$ cat src/rtl/ahb_multi_master_arbiter_pkg.sv
// ahb_pkg: shared definitions for the multi-master AHB-Lite front end.
//   - HTRANS_IDLE / HTRANS_NONSEQ : transfer-type encodings driven on htrans
//   - HRESP_OKAY / HRESP_ERROR    : slave response encodings sampled on hresp
//   - state_e                     : transfer sequencer states IDLE/ADDR/DATA/DONE
//   - is_onehot()                 : slave-select validity check (up to 64 bits)
package ahb_pkg;

  localparam logic [1:0] HTRANS_IDLE   = 2'b00;
  localparam logic [1:0] HTRANS_NONSEQ = 2'b10;

  localparam logic HRESP_OKAY  = 1'b0;
  localparam logic HRESP_ERROR = 1'b1;

  localparam int ONEHOT_MAX_W = 64;

  typedef enum logic [1:0] {
    IDLE = 2'd0,
    ADDR = 2'd1,
    DATA = 2'd2,
    DONE = 2'd3
  } state_e;

  // Callers zero-extend narrower selects; extra zero bits do not change the result.
  function automatic logic is_onehot(input logic [ONEHOT_MAX_W-1:0] v);
    return ($countones(v) == 1);
  endfunction

endpackage

$ cat src/rtl/ahb_multi_master_arbiter_rr_arbiter.sv
// rr_arbiter: round-robin requester selection with an internal priority pointer.
//   clk, reset  : clock and synchronous active-high reset (pointer -> N-1)
//   req_i       : request vector, one bit per channel
//   upd_i       : strobe; loads the pointer with upd_idx_i
//   upd_idx_i   : index of the channel that was just served
//   grant_o     : first requesting channel after the pointer (wrapping)
//   any_o       : at least one request is present
module rr_arbiter #(
  parameter  int N  = 3,
  localparam int IW = (N > 1) ? $clog2(N) : 1
) (
  input  logic          clk,
  input  logic          reset,
  input  logic [N-1:0]  req_i,
  input  logic          upd_i,
  input  logic [IW-1:0] upd_idx_i,
  output logic [IW-1:0] grant_o,
  output logic          any_o
);

  logic [IW-1:0] ptr_q;

  // Pointer starts at the last channel so channel 0 is first in line.
  always_ff @(posedge clk) begin
    if (reset) begin
      ptr_q <= IW'(N - 1);
    end else if (upd_i) begin
      ptr_q <= upd_idx_i;
    end
  end

  // Walk offsets from the far end back towards ptr+1 so the nearest
  // requester after the pointer is the last (winning) assignment.
  always_comb begin
    int            sum;
    logic [IW-1:0] idx;
    grant_o = ptr_q;
    any_o   = |req_i;
    sum     = 0;
    idx     = '0;
    for (int k = N; k >= 1; k--) begin
      sum = int'(ptr_q) + k;
      if (sum >= N) begin
        sum = sum - N;
      end
      idx = IW'(sum);
      if (req_i[idx]) begin
        grant_o = idx;
      end
    end
  end

endmodule

$ cat src/rtl/ahb_multi_master_arbiter.sv
// ahb_multi_master_arbiter: round-robin front end issuing one non-pipelined
// AHB-Lite transfer per local request and returning data/status to the
// requesting channel.
// Ports:
//   clk, reset           : clock, synchronous active-high reset
//   req/addr/din/wcontrol/slave_sel : per-channel request (flattened buses)
//   done/dout/err        : completion pulse, read data and error back to channels
//   haddr/htrans/hwrite/hwdata/hsel : AHB master-side outputs
//   hrdata/hready/hresp  : AHB slave-side inputs
// Optional build macro AHB_TIMEOUT_EN: adds a wait-state counter that ends a
// stalled transfer with err=1 after TIMEOUT_CYCLES cycles of hready=0.
module ahb_multi_master_arbiter
  import ahb_pkg::*;
#(
  parameter int NUM_MASTERS    = 3,
  parameter int ADDR_W         = 32,
  parameter int DATA_W         = 32,
  parameter int NUM_SLAVES     = 4,
  parameter int TIMEOUT_CYCLES = 64
) (
  input  logic                               clk,
  input  logic                               reset,
  input  logic [NUM_MASTERS-1:0]             req,
  input  logic [NUM_MASTERS*ADDR_W-1:0]      addr,
  input  logic [NUM_MASTERS*DATA_W-1:0]      din,
  input  logic [NUM_MASTERS-1:0]             wcontrol,
  input  logic [NUM_MASTERS*NUM_SLAVES-1:0]  slave_sel,
  output logic [NUM_MASTERS-1:0]             done,
  output logic [DATA_W-1:0]                  dout,
  output logic                               err,
  output logic [ADDR_W-1:0]                  haddr,
  output logic [1:0]                         htrans,
  output logic                               hwrite,
  output logic [DATA_W-1:0]                  hwdata,
  output logic [NUM_SLAVES-1:0]              hsel,
  input  logic [DATA_W-1:0]                  hrdata,
  input  logic                               hready,
  input  logic                               hresp
);

  localparam int IW = (NUM_MASTERS > 1) ? $clog2(NUM_MASTERS) : 1;

  // Per-channel views of the flattened request buses.
  logic [ADDR_W-1:0]     addr_a [NUM_MASTERS];
  logic [DATA_W-1:0]     din_a  [NUM_MASTERS];
  logic [NUM_SLAVES-1:0] sel_a  [NUM_MASTERS];

  for (genvar gi = 0; gi < NUM_MASTERS; gi++) begin : g_ch
    assign addr_a[gi] = addr[gi*ADDR_W +: ADDR_W];
    assign din_a[gi]  = din[gi*DATA_W +: DATA_W];
    assign sel_a[gi]  = slave_sel[gi*NUM_SLAVES +: NUM_SLAVES];
  end

  state_e                 state_q;
  logic [IW-1:0]          grant_q;
  logic [DATA_W-1:0]      din_q;
  logic                   wr_q;
  logic [NUM_MASTERS-1:0] done_q;
  logic [DATA_W-1:0]      dout_q;
  logic                   err_q;
  logic [ADDR_W-1:0]      haddr_q;
  logic [1:0]             htrans_q;
  logic                   hwrite_q;
  logic [DATA_W-1:0]      hwdata_q;
  logic [NUM_SLAVES-1:0]  hsel_q;

  logic [IW-1:0]          grant_d;
  logic                   any_req;
  logic                   win_onehot;
  logic                   timeout;

  rr_arbiter #(
    .N(NUM_MASTERS)
  ) u_arb (
    .clk       (clk),
    .reset     (reset),
    .req_i     (req),
    .upd_i     (state_q == DONE),
    .upd_idx_i (grant_q),
    .grant_o   (grant_d),
    .any_o     (any_req)
  );

  assign win_onehot = is_onehot(ONEHOT_MAX_W'(sel_a[grant_d]));

`ifdef AHB_TIMEOUT_EN
  localparam int WCNT_W = $clog2(TIMEOUT_CYCLES + 1);
  logic [WCNT_W-1:0] wait_q;

  // Held at zero in IDLE, so it always starts from zero on ADDR entry.
  always_ff @(posedge clk) begin
    if (reset || state_q == IDLE) begin
      wait_q <= '0;
    end else if ((state_q == ADDR || state_q == DATA) && !hready) begin
      wait_q <= wait_q + WCNT_W'(1);
    end
  end

  // Fires on the cycle that would be the TIMEOUT_CYCLES-th stalled cycle.
  assign timeout = (state_q == ADDR || state_q == DATA) && !hready &&
                   (wait_q == WCNT_W'(TIMEOUT_CYCLES - 1));
`else
  // No counter in this build: waits are unbounded and TIMEOUT_CYCLES has no effect.
  assign timeout = (TIMEOUT_CYCLES < 0);
`endif

  always_ff @(posedge clk) begin
    if (reset) begin
      state_q  <= IDLE;
      grant_q  <= '0;
      din_q    <= '0;
      wr_q     <= 1'b0;
      done_q   <= '0;
      dout_q   <= '0;
      err_q    <= 1'b0;
      haddr_q  <= '0;
      htrans_q <= HTRANS_IDLE;
      hwrite_q <= 1'b0;
      hwdata_q <= '0;
      hsel_q   <= '0;
    end else begin
      done_q <= '0;
      case (state_q)
        IDLE: begin
          if (any_req) begin
            grant_q <= grant_d;
            din_q   <= din_a[grant_d];
            wr_q    <= wcontrol[grant_d];
            if (win_onehot) begin
              state_q  <= ADDR;
              htrans_q <= HTRANS_NONSEQ;
              haddr_q  <= addr_a[grant_d];
              hwrite_q <= wcontrol[grant_d];
              hsel_q   <= sel_a[grant_d];
            end else begin
              // Invalid select: complete with an error, never touch the bus.
              state_q         <= DONE;
              done_q[grant_d] <= 1'b1;
              err_q           <= 1'b1;
              dout_q          <= '0;
            end
          end
        end
        ADDR: begin
          if (timeout) begin
            state_q         <= DONE;
            done_q[grant_q] <= 1'b1;
            err_q           <= 1'b1;
            dout_q          <= '0;
            htrans_q        <= HTRANS_IDLE;
            hsel_q          <= '0;
          end else if (hready) begin
            state_q  <= DATA;
            htrans_q <= HTRANS_IDLE;
            hwdata_q <= din_q;
          end
        end
        DATA: begin
          if (timeout) begin
            state_q         <= DONE;
            done_q[grant_q] <= 1'b1;
            err_q           <= 1'b1;
            dout_q          <= '0;
            hsel_q          <= '0;
          end else if (hready) begin
            state_q         <= DONE;
            done_q[grant_q] <= 1'b1;
            dout_q          <= wr_q ? '0 : hrdata;
            err_q           <= (hresp == HRESP_ERROR);
            hsel_q          <= '0;
          end
        end
        DONE: begin
          state_q <= IDLE;
        end
        default: begin
          state_q <= IDLE;
        end
      endcase
    end
  end

  assign done   = done_q;
  assign dout   = dout_q;
  assign err    = err_q;
  assign haddr  = haddr_q;
  assign htrans = htrans_q;
  assign hwrite = hwrite_q;
  assign hwdata = hwdata_q;
  assign hsel   = hsel_q;

endmodule

$ cat config.mk
export PLATFORM = sky130hd
export DESIGN_NAME = ahb_multi_master_arbiter
export DESIGN_NICKNAME = d
export VERILOG_FILES = /design/src/rtl/ahb_multi_master_arbiter_pkg.sv /design/src/rtl/ahb_multi_master_arbiter_rr_arbiter.sv /design/src/rtl/ahb_multi_master_arbiter.sv
export SDC_FILE = /design/constraint.sdc
export NUM_CORES = 1
export LEC_CHECK = 0
export BUFFER_PORTS_ARGS = -buffer_cell sky130_fd_sc_hd__buf_2
export CAP_MARGIN = 10
export CELL_PAD_IN_SITES_DETAIL_PLACEMENT = 2
export CELL_PAD_IN_SITES_GLOBAL_PLACEMENT = 2
export CORE_ASPECT_RATIO = 0.8
export CORE_UTILIZATION = 26
export CTS_CLUSTER_DIAMETER = 100
export DETAILED_ROUTE_END_ITERATION = 10
export PLACE_DENSITY = 0.91
export SYNTH_ARGS = -nofsm -noshare
export SYNTH_HDL_FRONTEND = slang
export SYNTH_SLANG_ARGS = --single-unit
export TNS_END_PERCENT = 1
$ cat constraint.sdc
create_clock -name clk -period 5.8 [get_ports clk]
set_input_delay 1.16 -clock clk [delete_from_list [all_inputs] [get_ports clk]]
set_output_delay 1.16 -clock clk [all_outputs]
set_load 0.01 [all_outputs]
==> reports/metrics.cfg <==
[run_status]
outcome = finished clean

[clock_tree]
root_buffer = clkbuf_16
cts_tree = yes
cts_setup_buffers = 0
cts_buffer_depth = 2
clkSinkCount = 145
cts_hold_buffers = 0
clk_latency_ns = 0.42
htree_levels = 4
cts_buffers = 17
clk_pin_slew_ns = 0.06
cts_resized = 0

[routing]
drc = 0
vias = 7399
postRouteAntennaNets = 0
first_pass_iters = 4
wirelength_um = 29700
wl_per_cell_um = 20.1
drt_iter0_markers = 201
via_per_inst = 5.01

[grt]
grt_pass1_vias = 8163
antenna_found_initial = 1
grt_max_degree = 63
track_usage_pct = 21.0
grt_pass1_wl_um = 45900
grt_overflow = 0

[final_layout]
layout_common_cells = 350 x buf_2, 145 x dfxtp_1, 141 x nand2_1
area_growth_pct = 35.3
fillers = 3089
layout_commonest_cell = buf_2
fin_nets = 1363
utilization_pct = 36.4
final_layout_size_suffix_gt1_share_pct = 42.1

[die]
die_area_mm2 = 0.0283
start_util_pct = 26.9
core-area_mm2 = 0.0267
num_rows = 53
dieWidth_um = 188
dieHeight_um = 151
ios = 353

[timing]
hold_viol = 0
fin_skew_ns = 0.00863
period_needed_ns = 5.33
layout_setup_ws_ns = 0.473
grt_setup_unrepaired = false
worst_pin_slew_ns = 0.983
setup_viol = 0
slew_viol_final = 0
tns_ns = 0
finalCritPeriodShare_pct = 91.8
fmax_mhz = 188
slew_headroom_pct = 34.4

[synthesis]
ys_ff_latch = 145
synth_ff_type = dfxtp_1
synth_warnings = 0
synth_seq_area_share_pct = 40.5
synthCells = 794
async_flop_share_pct = 0
avgSynthCellArea_um2 = 9.03
synth_cell_type_count = 58
syn_nets = 1050
synth_edf_count = 0
synth.cell_area_mm2 = 0.00717

[setup_path]
worstPathMaxFanout = 33
cp_data_arrival_time_ns = 5.60
crit_chain = inv_1, ha_1, and2b_1, nand3b_1, a21oi_2, mux2i_1, a2bb2oi_1, fa_1, inv_1, ha_1, ha_1, nor3b_1, nand2_1, nor2_4, buf_4, a221oi_1
endpoint_kind = register
crit_path_start_kind = register
cp_num_buf_inv = 3
critical_path.most_common_cell = ha_1
crit_type = register to register
crit_path_max_incr_delay_ns = 0.50
path_delay_family = simple AND/OR/NAND/NOR gates
slowest_stage = buf_4
cp.required_ns = 6.07

[placed_design]
place_hpwl_um = 21700
io_buffers = 351
gp_congestion = 0.752
dp_slack_ns = 0.312

[power_and_ir_drop]
power_density_mw_per_mm2 = 437
power_leakage_nw = 4.52
p_sw_share_pct = 42.0
ir_drop_v = 0.000210
combPwrFrac_pct = 43.0
p_sw_mw = 1.78
seq_power_share_pct = 31.8
pwr-share-clk_pct = 25.2
power.internal_mw = 2.46

[worst_hold_path]
hold_class = register to register

[flow_run]
drv_cap = 0

==> layout make-up <==
| class | count | area (um^2) | area share, % |
|---|---|---|---|
| Antenna cell | 1 | 2.50 | 0.0258 |
| Clock buffer | 23 | 478 | 4.93 |
| Clock inverter | 9 | 82.6 | 0.851 |
| Inverter | 7 | 26.3 | 0.271 |
| Multi-Input combinational cell | 570 | 3880 | 40.0 |
| Sequential cell | 145 | 2900 | 29.9 |
| Tap cell | 357 | 447 | 4.60 |
| Timing Repair Buffer | 366 | 1880 | 19.4 |
==> synth_stat cells, types with 2 or more instances <==
library cell	count	area share, %
clkbuf_1	32	1.7
buf_4	10	1.0
and2_1	2	0.17
nor2_1	52	2.7
nand2_1	141	7.4
nand2b_1	2	0.17
nor3b_1	3	0.31
inv_1	7	0.37
o21ai_0	29	2.0
nand3_1	32	2.2
ha_1	9	1.6
nand4_1	4	0.35
buf_2	17	1.2
a32oi_1	2	0.24
a211oi_1	9	0.94
a2111oi_2	37	7.7
mux2i_1	72	10
dfxtp_1	145	40
a2111oi_0	3	0.37
a21oi_1	103	7.2
a221oi_2	20	4.2
nor3_1	6	0.42
buf_1	4	0.21
a221oi_1	5	0.61
buf_6	7	1.1
o211ai_1	5	0.52
nor2b_1	3	0.26
a2bb2oi_1	3	0.37
==> sequential cells by signal (all words and copies together) (netlist names), 2 cells and up <==
register	count
din_q	32
dout	32
haddr	32
hwdata	32
hsel	4
done	3
grant_q	2
state_q	2
u_arb.ptr_q	2
==> stage by stage <==
step / total power, mW / instance area (um^2) / cells / hold slack [ns]
global route: 4.52 / 9700 / 1478 / 0.470
detailed placement: 3.22 / 9140 / 1445 / 0.444
floorplan: 2.60 / 7170 / 794 / 0.432
global placement: 3.11 / 9140 / 1445 / 0.435
CTS: 4.31 / 9700 / 1477 / 0.453
finish: 4.24 / 9700 / 1478 / 0.449
==> power by group through the flow <==
stage / Sequential (mW) / Clock (mW) / Combinational, mW
after global placement: 1.35 / 0 / 1.76
after CTS: 1.35 / 1.10 / 1.86
after floorplan: 1.39 / 0 / 1.21
final: 1.35 / 1.07 / 1.82
after detailed placement: 1.37 / 0 / 1.85
after global routing: 1.37 / 1.14 / 2.01
==> cell families (layout without fill, tap and decap cells) <==
group                      after synthesis  after routing  synth area share, %
and+or+nand+nor                        255            255                 15.2
AOI/OAI and AO/OA                      231            231                 26.3
DFF                                    145            145                 40.5
buffers and inverters                   79            405                 5.90
muxes                                   73             73                 10.2
adders and majority gates               10             10                 1.85
other                                    1              2               0.0523
==> layer usage <==
layer,vias to the layer above,GRT usage [%],wire [um]
met5,-,0,0
met4,0,6.22,513
met3,28,4.85,1580
met2,262,38.4,15100
li1,3501,-,-
met1,3608,24.3,12500
==> worst reg2reg max path, stage by stage, from the launching register on <==
cell and delay (ns):
dfxtp_1 0.47, inv_1 0.11, ha_1 0.46, and2b_1 0.24, nand3b_1 0.22, a21oi_2 0.45, mux2i_1 0.30, a2bb2oi_1 0.28
fa_1 0.43, inv_1 0.07, ha_1 0.15, ha_1 0.24, nor3b_1 0.40, nand2_1 0.44, nor2_4 0.23, buf_4 0.50
a221oi_1 0.20
==> final timing paths <==
kind / from / endpoint / slack [ns] / cells after the start
hold / removal: dout[16] / dout[16] / 0.45 / 2
setup reg to reg: u_arb.ptr_q[0] / haddr[8] / 0.47 / 16
hold reg to reg: dout[16] / dout[16] / 0.45 / 2
setup / recovery: u_arb.ptr_q[0] / haddr[8] / 0.47 / 16
(Power assumes the default switching activity.)
